$ cat src/rtl/serial_sub_sequencer.sv
// Bit-serial subtract controller: drives an external 1-bit subtractor cell LSB-first,
// chains the borrow through a register and assembles a WIDTH-bit difference.
module serial_sub_sequencer #(
  parameter int unsigned WIDTH = 8
) (
  input  logic             clk,
  input  logic             rst_n,
  input  logic             start,
  input  logic [WIDTH-1:0] op_a,
  input  logic [WIDTH-1:0] op_b,
  input  logic             bin_init,
  output logic             busy,
  output logic             done,
  output logic [WIDTH-1:0] result,
  output logic             borrow_out,
  output logic             overflow,
  output logic             cell_a,
  output logic             cell_b,
  output logic             cell_bin,
  input  logic             cell_diff,
  input  logic             cell_bout
);

  localparam int unsigned CntW = (WIDTH > 2) ? $clog2(WIDTH) : 1;
  localparam logic [CntW-1:0] LastBit = CntW'(WIDTH - 1);

  typedef enum logic [1:0] {StIdle, StRun, StDone} state_e;

  state_e           state_q, state_d;
  logic [WIDTH-1:0] a_sh_q, a_sh_d;
  logic [WIDTH-1:0] b_sh_q, b_sh_d;
  logic [WIDTH-1:0] res_sh_q, res_sh_d;
  logic             borrow_q, borrow_d;
  logic             a_msb_q, a_msb_d;
  logic             b_msb_q, b_msb_d;
  logic [CntW-1:0]  cnt_q, cnt_d;
  logic [WIDTH-1:0] result_q, result_d;
  logic             borrow_out_q, borrow_out_d;
  logic             overflow_q, overflow_d;

  always_comb begin
    state_d      = state_q;
    a_sh_d       = a_sh_q;
    b_sh_d       = b_sh_q;
    res_sh_d     = res_sh_q;
    borrow_d     = borrow_q;
    a_msb_d      = a_msb_q;
    b_msb_d      = b_msb_q;
    cnt_d        = cnt_q;
    result_d     = result_q;
    borrow_out_d = borrow_out_q;
    overflow_d   = overflow_q;
    busy         = 1'b0;
    done         = 1'b0;
    cell_a       = 1'b0;
    cell_b       = 1'b0;
    cell_bin     = 1'b0;

    case (state_q)
      StIdle, StDone: begin
        done    = (state_q == StDone);
        state_d = StIdle;
        if (start) begin
          a_sh_d   = op_a;
          b_sh_d   = op_b;
          borrow_d = bin_init;
          a_msb_d  = op_a[WIDTH-1];
          b_msb_d  = op_b[WIDTH-1];
          cnt_d    = '0;
          state_d  = StRun;
        end
      end
      StRun: begin
        busy     = 1'b1;
        cell_a   = a_sh_q[0];
        cell_b   = b_sh_q[0];
        cell_bin = borrow_q;
        // New diff bit enters at the MSB so bit 0 lands at the LSB after WIDTH shifts.
        res_sh_d = (res_sh_q >> 1) | {cell_diff, {(WIDTH-1){1'b0}}};
        borrow_d = cell_bout;
        a_sh_d   = a_sh_q >> 1;
        b_sh_d   = b_sh_q >> 1;
        cnt_d    = cnt_q + CntW'(1);
        if (cnt_q == LastBit) begin
          result_d     = res_sh_d;
          borrow_out_d = cell_bout;
          overflow_d   = (a_msb_q ^ b_msb_q) & (a_msb_q ^ cell_diff);
          cnt_d        = '0;
          state_d      = StDone;
        end
      end
      default: state_d = StIdle;
    endcase
  end

  always_ff @(posedge clk or negedge rst_n) begin
    if (!rst_n) begin
      state_q      <= StIdle;
      a_sh_q       <= '0;
      b_sh_q       <= '0;
      res_sh_q     <= '0;
      borrow_q     <= 1'b0;
      a_msb_q      <= 1'b0;
      b_msb_q      <= 1'b0;
      cnt_q        <= '0;
      result_q     <= '0;
      borrow_out_q <= 1'b0;
      overflow_q   <= 1'b0;
    end else begin
      state_q      <= state_d;
      a_sh_q       <= a_sh_d;
      b_sh_q       <= b_sh_d;
      res_sh_q     <= res_sh_d;
      borrow_q     <= borrow_d;
      a_msb_q      <= a_msb_d;
      b_msb_q      <= b_msb_d;
      cnt_q        <= cnt_d;
      result_q     <= result_d;
      borrow_out_q <= borrow_out_d;
      overflow_q   <= overflow_d;
    end
  end

  assign result     = result_q;
  assign borrow_out = borrow_out_q;
  assign overflow   = overflow_q;

endmodule

$ cat config.mk
export PLATFORM = sky130hd
export DESIGN_NAME = serial_sub_sequencer
export DESIGN_NICKNAME = d
export VERILOG_FILES = /design/src/rtl/serial_sub_sequencer.sv
export SDC_FILE = /design/constraint.sdc
export NUM_CORES = 1
export LEC_CHECK = 0
export BUFFER_PORTS_ARGS = -buffer_cell sky130_fd_sc_hd__buf_2
export CAP_MARGIN = 0
export CORE_UTILIZATION = 53
export CTS_CLUSTER_DIAMETER = 30
export DETAILED_ROUTE_END_ITERATION = 10
export GPL_ROUTABILITY_DRIVEN = 0
export PLACE_DENSITY_LB_ADDON = 0.15
export SYNTH_ARGS = -nofsm -noshare
export SYNTH_HDL_FRONTEND = slang
export SYNTH_SLANG_ARGS = --single-unit
$ cat constraint.sdc
create_clock -name clk -period 2 [get_ports clk]
set_clock_uncertainty 0.05 [all_clocks]
set_input_delay 0.3 -clock clk [delete_from_list [all_inputs] [get_ports clk]]
set_output_delay 0.3 -clock clk [all_outputs]
set_load 0.03 [all_outputs]
==> results of run 1 <==
-- worst register-to-register path, delay by kind of cell, from the launching register on --
family                   cells  cell delay, ns
multiplexers                 1            0.35
adder cells (fa/ha/maj)      2            0.41
buffers and inverters        1            0.20
flip-flops                   1            0.42
AND/OR/NAND/NOR              1            0.09
-- stage by stage --
stage	cells	hold WS (ns)
after CTS	256	0.110
final	256	0.124
after detailed placement	247	0.341
after floorplan	173	-0.0456
after global routing	256	0.125
after global placement	247	0.332
-- worst max-delay path by stage --
stage / startpoint / endpoint / slack [ns] / cells past startpoint
detailed placement: cnt_q[0] / result[1] / 0.36 / 5
global route: state_q[1] / cell_bin / 0.09 / 4
global placement: cnt_q[0] / result[0] / 0.42 / 5
finish: state_q[1] / cell_a / 0.17 / 4
CTS: state_q[1] / cell_bin / 0.16 / 4
floorplan: state_q[1] / cell_b / 0.43 / 4
-- layout make-up --
| type | count | share of cell area (%) |
|---|---|---|
| clock buffers | 5 | 1.84 |
| clock inverters | 3 | 3.18 |
| inverters | 3 | 0.551 |
| multi-input cells | 119 | 30.8 |
| flip-flops and latches | 41 | 50.2 |
| well taps | 44 | 2.69 |
| repair buffers | 41 | 10.8 |
-- cells by family after synthesis --
family,after synthesis,synth area share (%)
adders and majority gates,2,1.45
muxes,9,5.89
DFF,41,59.6
and+or+nand+nor,85,20.4
AOI/OAI and AO/OA,23,8.87
buffers and inverters,13,3.78
-- report_power, final --
part	internal, mW	switching (mW)
Combinational	0.526	0.929
Clock	0.387	0.258
Sequential	1.22	0.217
-- per-layer routing --
metal | vias up | part of all wire, % | routed length, um | track usage [%]
li1 | 645 | - | - | -
met1 | 611 | 45 | 1420 | 26.1
met2 | 26 | 51 | 1620 | 36.2
met3 | 4 | 2.8 | 88 | 4.59
met4 | 0 | 1.0 | 32 | 8.16
met5 | - | 0 | 0 | 0
-- registers in the layout, indices dropped and copies added (netlist names) --
| register | cells |
|---|---|
| borrow_out | 1 |
| result | 8 |
| res_sh_q | 7 |
| state_q | 2 |
| a_sh_q | 8 |
| borrow_q | 1 |
| overflow | 1 |
| b_sh_q | 8 |
| b_msb_q | 1 |
| cnt_q | 3 |
| a_msb_q | 1 |
-- synthesized netlist by cell type, types with 2 or more instances --
cell,n,area [sq um]
dfrtp_1,41,1030
clkbuf_1,3,11.3
and2_1,3,18.8
ha_1,2,25.0
buf_4,3,22.5
mux2_1,7,78.8
a22o_1,3,26.3
buf_2,4,20.0
nor2_1,15,56.3
inv_1,2,7.51
nand2_1,58,218
nand2b_1,2,12.5
nor2b_1,3,18.8
a31oi_1,15,93.8
mux2_2,2,22.5
-- repair_timing --
item	4_1_cts	5_1_grt
setup buffers	0	0
hold buffers	1	0
hold endpoints to repair	41	0
-- cell usage in the layout, fill, tap and decap left out --
cell / count
a21oi_1: 1
a21o_1: 1
inv_1: 2
nor2_1: 15
clkbuf_4: 5
ha_1: 2
nor3b_1: 1
buf_4: 4
nor2b_1: 3
clkinv_2: 1
mux2_2: 2
and2_1: 3
nor2_2: 1
nand3b_1: 1
o21ai_1: 1
bufinv_16: 2
a32o_1: 1
dlygate4sd3_1: 1
inv_2: 1
a31oi_1: 15
nand2_1: 58
nor3_1: 1
a22o_1: 3
o21ai_0: 1
mux2_1: 7
buf_2: 36
dfrtp_1: 41
nand2b_1: 2
==> out/qor.csv, run 1 <==
stage;metric;value;unit
place;Placed Area;1930;sq um
cells_and_area;layout cells sized above 1;24.5;%
clock_tree;# resized after CTS;0;
die;row cnt;20;
critical_path;CP Class;reg -> out;
logic_synthesis;Synth async-reset ratio;100;%
logic_synthesis;Yosys reg bits;41;
critical_path;Largest stage delay, worst path;0.41;ns
die;Die Width;59.0;um
drt;# DRC;0;
critical_path;worst-path maximum fanout;14;
cells_and_area;area of the multi-input gates;629;sq um
hold_path;Worst Hold Class;in -> reg;
timing;final total negative setup slack;0;ns
drt;drt wl/cell;12.4;um
critical_path;CP max-delay cell;dfrtp_1;
critical_path;r2r startpoint;cnt_q[0];
logic_synthesis;number of synthesized flops with an enable pin;0;
cells_and_area;Final #Nets;235;
cells_and_area;fill count;270;
logic_synthesis;syn_area_per_cell;9.94;sq um
global_route;initial antenna violation count;0;
timing;final setup margin;0.172;ns
timing;final hold vios;0;
timing;Rel. slew slack;55.7;%
global_route;number of global-route vias before repair;1212;
critical_path;CP endpoint kind;primary output;
clock_tree;Clock Sinks;41;
critical_path;crit path DAT;1.48;ns
timing;Final Setup Violations;0;
critical_path;Top delay family on crit path;flip-flops;
place;IO buf count;36;
die;IO Count;37;
status;status;finished clean;
clock_tree;Clk Latency, worst-skew pair;0.33;ns
logic_synthesis;Post-Syn Area;1720;sq um
critical_path;R2R cell count;5;
global_route;aggregate global-route resource usage;21.1;%
global_route;global-route wire length before repair;5.38;mm
cells_and_area;register cell area after layout;1030;sq um
place;Place WS;0.362;ns
drt;number of DRC markers in iteration 0;48;
cells_and_area;ANT cells;0;
clock_tree;Clock Path Buffers;2;
die;DIE AREA;3480;sq um
critical_path;worst-path cell chain;nand2b_1, inv_2, and2_1, buf_2;
logic_synthesis;Mapped Nets;197;
cells_and_area;Core Util, Final;66.4;%
die;Die Height;59.0;um
die;core region area;3080;sq um
power;Total Power;3.54;mW
power;Worst VDD drop;0.000724;V
timing;Fmax;0.547;GHz
hold_path;hold path cells;3;
clock_tree;root buffer selected by CTS;clkbuf_4;
timing;Final Max Tran Viols;0;
hold_path;hold wc startpoint;op_b[7];
logic_synthesis;post-synthesis sequential area ratio;59.6;%
critical_path;startpoint class of the critical path;register;
hold_path;Endpoint, Worst Hold;b_msb_q;
global_route;grt total ovfl;0;
critical_path;critical path data required time;1.65;ns
die;Starting Density;55.9;%
place;Detailed Place HPWL;2.17;mm
clock_tree;CTS Buf Count;5;
drt;Vias;1286;
power;Pleak;1.03;nW
timing;Least-Margin Pin Slew;0.665;ns
drt;DR pass1 iterations;4;
clock_tree;CTS HTree Levels;2;
global_route;largest net degree at the start of global routing;42;
drt;antenna viol nets, final;0;
cells_and_area;Layout area overhead;18.8;%
logic_synthesis;main flop type after synthesis;dfrtp_1;
timing;minimum clock period;1.83;ns
logic_synthesis;YS warnings;0;
logic_synthesis;Post-Syn Instances;173;
power;pwr/cell area;1730;nW/um^2
run;reported max-cap violation count;0;
critical_path;Reg2Reg Setup Slack;0.36;ns
timing;period utilization;91.4;%
logic_synthesis;post-synthesis cell type count;25;
drt;vias per cell;5.02;
cells_and_area;fin area;2040;sq um
timing;RSZ-0062 raised after global routing;no;
critical_path;reg-to-reg endpoint;result[1];
drt;final wirelength;3.17;mm
clock_tree;TritonCTS clock tree;yes;
critical_path;WP buf/inv;2;
clock_tree;clock-pin slew reported for the worst setup and hold paths after clock tree synthesis;0.11;ns
(Power assumes the default switching activity.)
==> run 2: changes to the inputs <==
PLACE_DENSITY = 0.79   (was unset)
PLACE_DENSITY_LB_ADDON = unset   (was 0.15)
==> run 2 against run 1 <==
Effect of this change: count of clock-buffer cells in the layout increased by 2; clock power decreased by 38%; first-iteration DRC count decreased by 38%; hold slack got worse by 0.0058 ns; largest power group is now sequential cells; die area unchanged; cell count decreased by 0.78%; non-clock buffer count decreased by 1; routed wire length decreased by 0.22%; final area decreased by 2.7%; highest routed layer unchanged.
==> out/qor.csv, run 2 (same netlist as run 1, synthesis figures left out) <==
stage;metric;value;unit
clock_tree;TritonCTS clock tree;yes;
critical_path;Largest stage delay, worst path;0.40;ns
global_route;aggregate global-route resource usage;21.8;%
clock_tree;CTS HTree Levels;2;
power;pwr/cell area;1660;nW/um^2
place;IO buf count;36;
clock_tree;clock-pin slew reported for the worst setup and hold paths after clock tree synthesis;0.10;ns
critical_path;CP max-delay cell;dfrtp_1;
cells_and_area;Layout area overhead;15.6;%
critical_path;startpoint class of the critical path;register;
cells_and_area;Post-Layout Cell Count;254;
drt;final wirelength;3.16;mm
timing;Rel. slew slack;56.1;%
cells_and_area;most frequent cells in the layout;nand2_1, dfrtp_1, buf_2, nor2_1, a31oi_1;
die;core region area;3080;sq um
die;DIE AREA;3480;sq um
global_route;number of global-route vias before repair;1282;
global_route;grt total ovfl;0;
critical_path;CP Class;reg -> out;
timing;Final Max Tran Viols;0;
power;Worst VDD drop;0.000669;V
drt;antenna viol nets, final;0;
critical_path;crit path DAT;1.48;ns
critical_path;CP endpoint kind;primary output;
global_route;largest net degree at the start of global routing;42;
drt;vias per cell;5.15;
clock_tree;CTS Buf Count;5;
drt;Vias;1309;
status;status;finished clean;
drt;DR pass1 iterations;4;
timing;final setup margin;0.172;ns
clock_tree;Clock Path Buffers;2;
cells_and_area;commonest non-fill, non-tap cell in the layout;nand2_1;
die;row cnt;20;
critical_path;WP buf/inv;2;
timing;final hold slack;0.118;ns
clock_tree;Clock Sinks;41;
cells_and_area;fin area;1990;sq um
clock_tree;# resized after CTS;0;
die;Starting Density;55.9;%
cells_and_area;Core Util, Final;64.6;%
die;Die Width;59.0;um
clock_tree;Clk Latency, worst-skew pair;0.33;ns
global_route;global-route wire length before repair;5.54;mm
hold_path;Worst Hold Class;in -> reg;
global_route;initial antenna violation count;0;
timing;Fmax;0.547;GHz
timing;minimum clock period;1.83;ns
critical_path;critical path data required time;1.65;ns
timing;Final Setup Violations;0;
cells_and_area;Final #Nets;234;
run;reported max-cap violation count;0;
critical_path;worst-path cell chain;nand2b_1, inv_2, and2_1, buf_2;
clock_tree;root buffer selected by CTS;clkbuf_4;
die;Die Height;59.0;um
timing;final hold vios;0;
drt;# DRC;0;
timing;Least-Margin Pin Slew;0.658;ns
place;placed cell count;246;
drt;number of DRC markers in iteration 0;30;
die;IO Count;37;
timing;final total negative setup slack;0;ns
place;Placed Area;1920;sq um
cells_and_area;layout cells sized above 1;23.3;%
place;Place WS;0.201;ns
critical_path;Top delay family on crit path;buffers and inverters;
power;Pleak;1.00;nW
timing;period utilization;91.4;%
drt;drt wl/cell;12.4;um
place;Detailed Place HPWL;2.19;mm
power;Total Power;3.30;mW
timing;RSZ-0062 raised after global routing;no;
cells_and_area;ANT cells;0;
critical_path;worst-path maximum fanout;14;
-- run 2: routing by layer --
| metal | vias up | track usage [%] | part of all wire (%) |
|---|---|---|---|
| li1 | 644 | - | - |
| met1 | 635 | 25.1 | 45 |
| met2 | 26 | 39.6 | 51 |
| met3 | 4 | 4.59 | 3.3 |
| met4 | 0 | 8.16 | 0.98 |
| met5 | - | 0 | 0 |
-- run 2: final cells by class --
| type | instances | area, sq um |
|---|---|---|
| Multi-Input combinational cell | 119 | 629 |
| Inverter | 3 | 11.3 |
| Clock buffer | 7 | 55.1 |
| Timing Repair Buffer | 40 | 213 |
| Sequential cell | 41 | 1030 |
| Tap cell | 44 | 55.1 |
| Fill cell | 275 | 1090 |
-- run 2: worst min-delay path: stages --
cell and delay [ns]:
buf_2 0.09, nand2_1 0.04, nand2_1 0.04
-- run 2: what timing repair did --
item                                   in CTS  in global routing
endpoints found under the hold margin      41                  0
hold buffers                                1                  0
setup buffers                               0                  0
-- run 2: path summary, 6_finish.rpt --
kind	endpoint	from	cells past startpoint	slack [ns]
setup / recovery	cell_a	state_q[1]	4	0.17
hold / removal	a_msb_q	op_a[7]	3	0.12
setup reg to reg	result[1]	cnt_q[0]	4	0.20
hold reg to reg	result[2]	result[2]	1	0.45
max in group asynchronous	a_msb_q	rst_n	3	1.07
min in group asynchronous	res_sh_q[2]	rst_n	3	0.49
-- run 2: power by group --
group | leakage [nW] | switching, mW | internal, mW
combinational | 0.478 | 0.928 | 0.522
clock | 0.0314 | 0.233 | 0.166
sequential | 0.495 | 0.228 | 1.22
total | 1.00 | 1.39 | 1.91
==> run 3: changes to the inputs <==
PLACE_DENSITY = 0.85   (was 0.79)
==> run 3 against run 2 <==
Effect of this change: sequential share of layout area rose by 0.16 points; first-iteration DRC count unchanged; count of clock-buffer cells in the layout is 1 higher; fmax up 0.11%; total power down 1.3%; global-route usage shrank 0.69 points; final area down 0.31%; clock power fell by 5%; sequential power about the same; critical path type is now reg -> reg; highest routed layer unchanged.
==> out/qor.csv, run 3 (same netlist as run 1, synthesis figures left out) <==
stage;metric;value;unit
global_route;number of global-route vias before repair;1248;
critical_path;WP buf/inv;0;
die;core region area;3080;sq um
critical_path;Reg2Reg Setup Slack;0.17;ns
power;Worst VDD drop;0.000724;V
cells_and_area;commonest non-fill, non-tap cell in the layout;nand2_1;
clock_tree;clock-pin slew reported for the worst setup and hold paths after clock tree synthesis;0.11;ns
timing;Fmax;0.548;GHz
die;row cnt;20;
drt;vias per cell;5.10;
power;Psw;1.37;mW
power;Seq pwr share;44.2;%
drt;DR pass1 iterations;4;
clock_tree;Clk Latency, worst-skew pair;0.34;ns
timing;minimum clock period;1.83;ns
timing;Least-Margin Pin Slew;0.657;ns
power;Clk pwr share;11.7;%
die;Die Width;59.0;um
timing;Rel. slew slack;56.2;%
clock_tree;CTS Buf Count;5;
clock_tree;TritonCTS clock tree;yes;
clock_tree;Clock Sinks;41;
drt;# DRC;0;
global_route;aggregate global-route resource usage;21.1;%
status;status;finished clean;
global_route;largest net degree at the start of global routing;42;
die;IO Count;37;
global_route;initial antenna violation count;0;
drt;number of DRC markers in iteration 0;30;
timing;Final Setup Violations;0;
critical_path;startpoint class of the critical path;register;
hold_path;Worst Hold Class;in -> reg;
cells_and_area;most frequent cells in the layout;nand2_1, dfrtp_1, buf_2, nor2_1, a31oi_1;
clock_tree;CTS HTree Levels;2;
power;Net Sw Frac;42.1;%
place;IO buf count;36;
run;reported max-cap violation count;0;
power;Pleak;0.999;nW
critical_path;Crit path top cell by count;ha_1;
timing;final hold vios;0;
power;pwr/cell area;1640;nW/um^2
timing;RSZ-0062 raised after global routing;no;
die;Die Height;59.0;um
timing;period utilization;91.3;%
clock_tree;Clock Path Buffers;2;
timing;final hold slack;0.111;ns
power;Int Pwr;1.89;mW
global_route;global-route wire length before repair;5.37;mm
clock_tree;root buffer selected by CTS;clkbuf_4;
cells_and_area;Final #Nets;234;
drt;drt wl/cell;11.8;um
timing;Final Max Tran Viols;0;
die;Starting Density;55.9;%
cells_and_area;Layout area overhead;15.3;%
critical_path;Largest stage delay, worst path;0.45;ns
critical_path;CP Class;reg -> reg;
drt;final wirelength;3.00;mm
place;Detailed Place HPWL;2.08;mm
cells_and_area;ANT cells;0;
drt;antenna viol nets, final;0;
die;DIE AREA;3480;sq um
timing;final total negative setup slack;0;ns
critical_path;CP max-delay cell;nand3b_1;
drt;Vias;1300;
critical_path;worst-path maximum fanout;12;
critical_path;CP endpoint kind;register;
power;part of the power in combinational logic;44.1;%
critical_path;Top delay family on crit path;simple AND/OR/NAND/NOR gates;
global_route;grt total ovfl;0;
critical_path;worst-path cell chain;ha_1, ha_1, nand3b_1, mux2_2;
critical_path;crit path DAT;2.01;ns
clock_tree;Post CTS Setup Buffer Count;0;
critical_path;critical path data required time;2.19;ns
cells_and_area;layout cells sized above 1;22.7;%
-- run 3: worst paths after layout --
check / startpoint / endpoint / cells past startpoint
max: cnt_q[0] / result[0] / 4
min: op_b[7] / b_msb_q / 3
max in group asynchronous: rst_n / b_sh_q[1] / 3
min in group asynchronous: rst_n / res_sh_q[1] / 3
min reg2reg: res_sh_q[1] / res_sh_q[1] / 2
max reg2reg: cnt_q[0] / result[0] / 4
-- run 3: layout make-up --
cell class,instances,area [sq um]
inverter,3,11.3
timing repair buffer,40,213
sequential,41,1030
fill,270,1090
clock buffer,8,48.8
multi-input combinational,119,629
tap,44,55.1
-- run 3: repair_timing --
item                                   in CTS  in global routing
endpoints found under the hold margin      41                  0
hold buffers                                1                  0
gates resized for setup                     0                  0
-- run 3: per-layer routing --
layer  GRT usage (%)  up-vias  share of wire [%]
met5               0        -                  0
met4            7.14        0                1.4
met3            6.77        7                4.3
met2            35.2       34                 47
met1            25.9      614                 48
li1                -      645                  -
-- run 3: worst reg2reg max path: stages (launching register included) --
cell	delay (ns)
dfrtp_1	0.41
ha_1	0.20
ha_1	0.21
nand3b_1	0.45
mux2_2	0.40
-- run 3: power groups by stage --
stage / sequential, mW / clock (mW) / combinational (mW)
floorplan: 1.61 / 0 / 0.934
global placement: 1.44 / 0 / 1.41
detailed placement: 1.46 / 0 / 1.45
CTS: 1.44 / 0.397 / 1.46
global route: 1.50 / 0.443 / 1.63
finish: 1.44 / 0.380 / 1.44
-- run 3: per-stage QoR --
| stage | util (%) | cell area [sq um] | instances | setup slack, ns | total power [mW] |
|---|---|---|---|---|---|
| detailed placement | 62.5 | 1920 | 246 | 0.166 | 2.91 |
| finish | 64.4 | 1980 | 255 | 0.174 | 3.26 |
| global placement | 62.5 | 1920 | 246 | 0.219 | 2.85 |
| CTS | 64.4 | 1980 | 255 | 0.149 | 3.30 |
| global route | 64.4 | 1980 | 255 | 0.0309 | 3.57 |
| floorplan | - | 1720 | 173 | 0.429 | 2.55 |
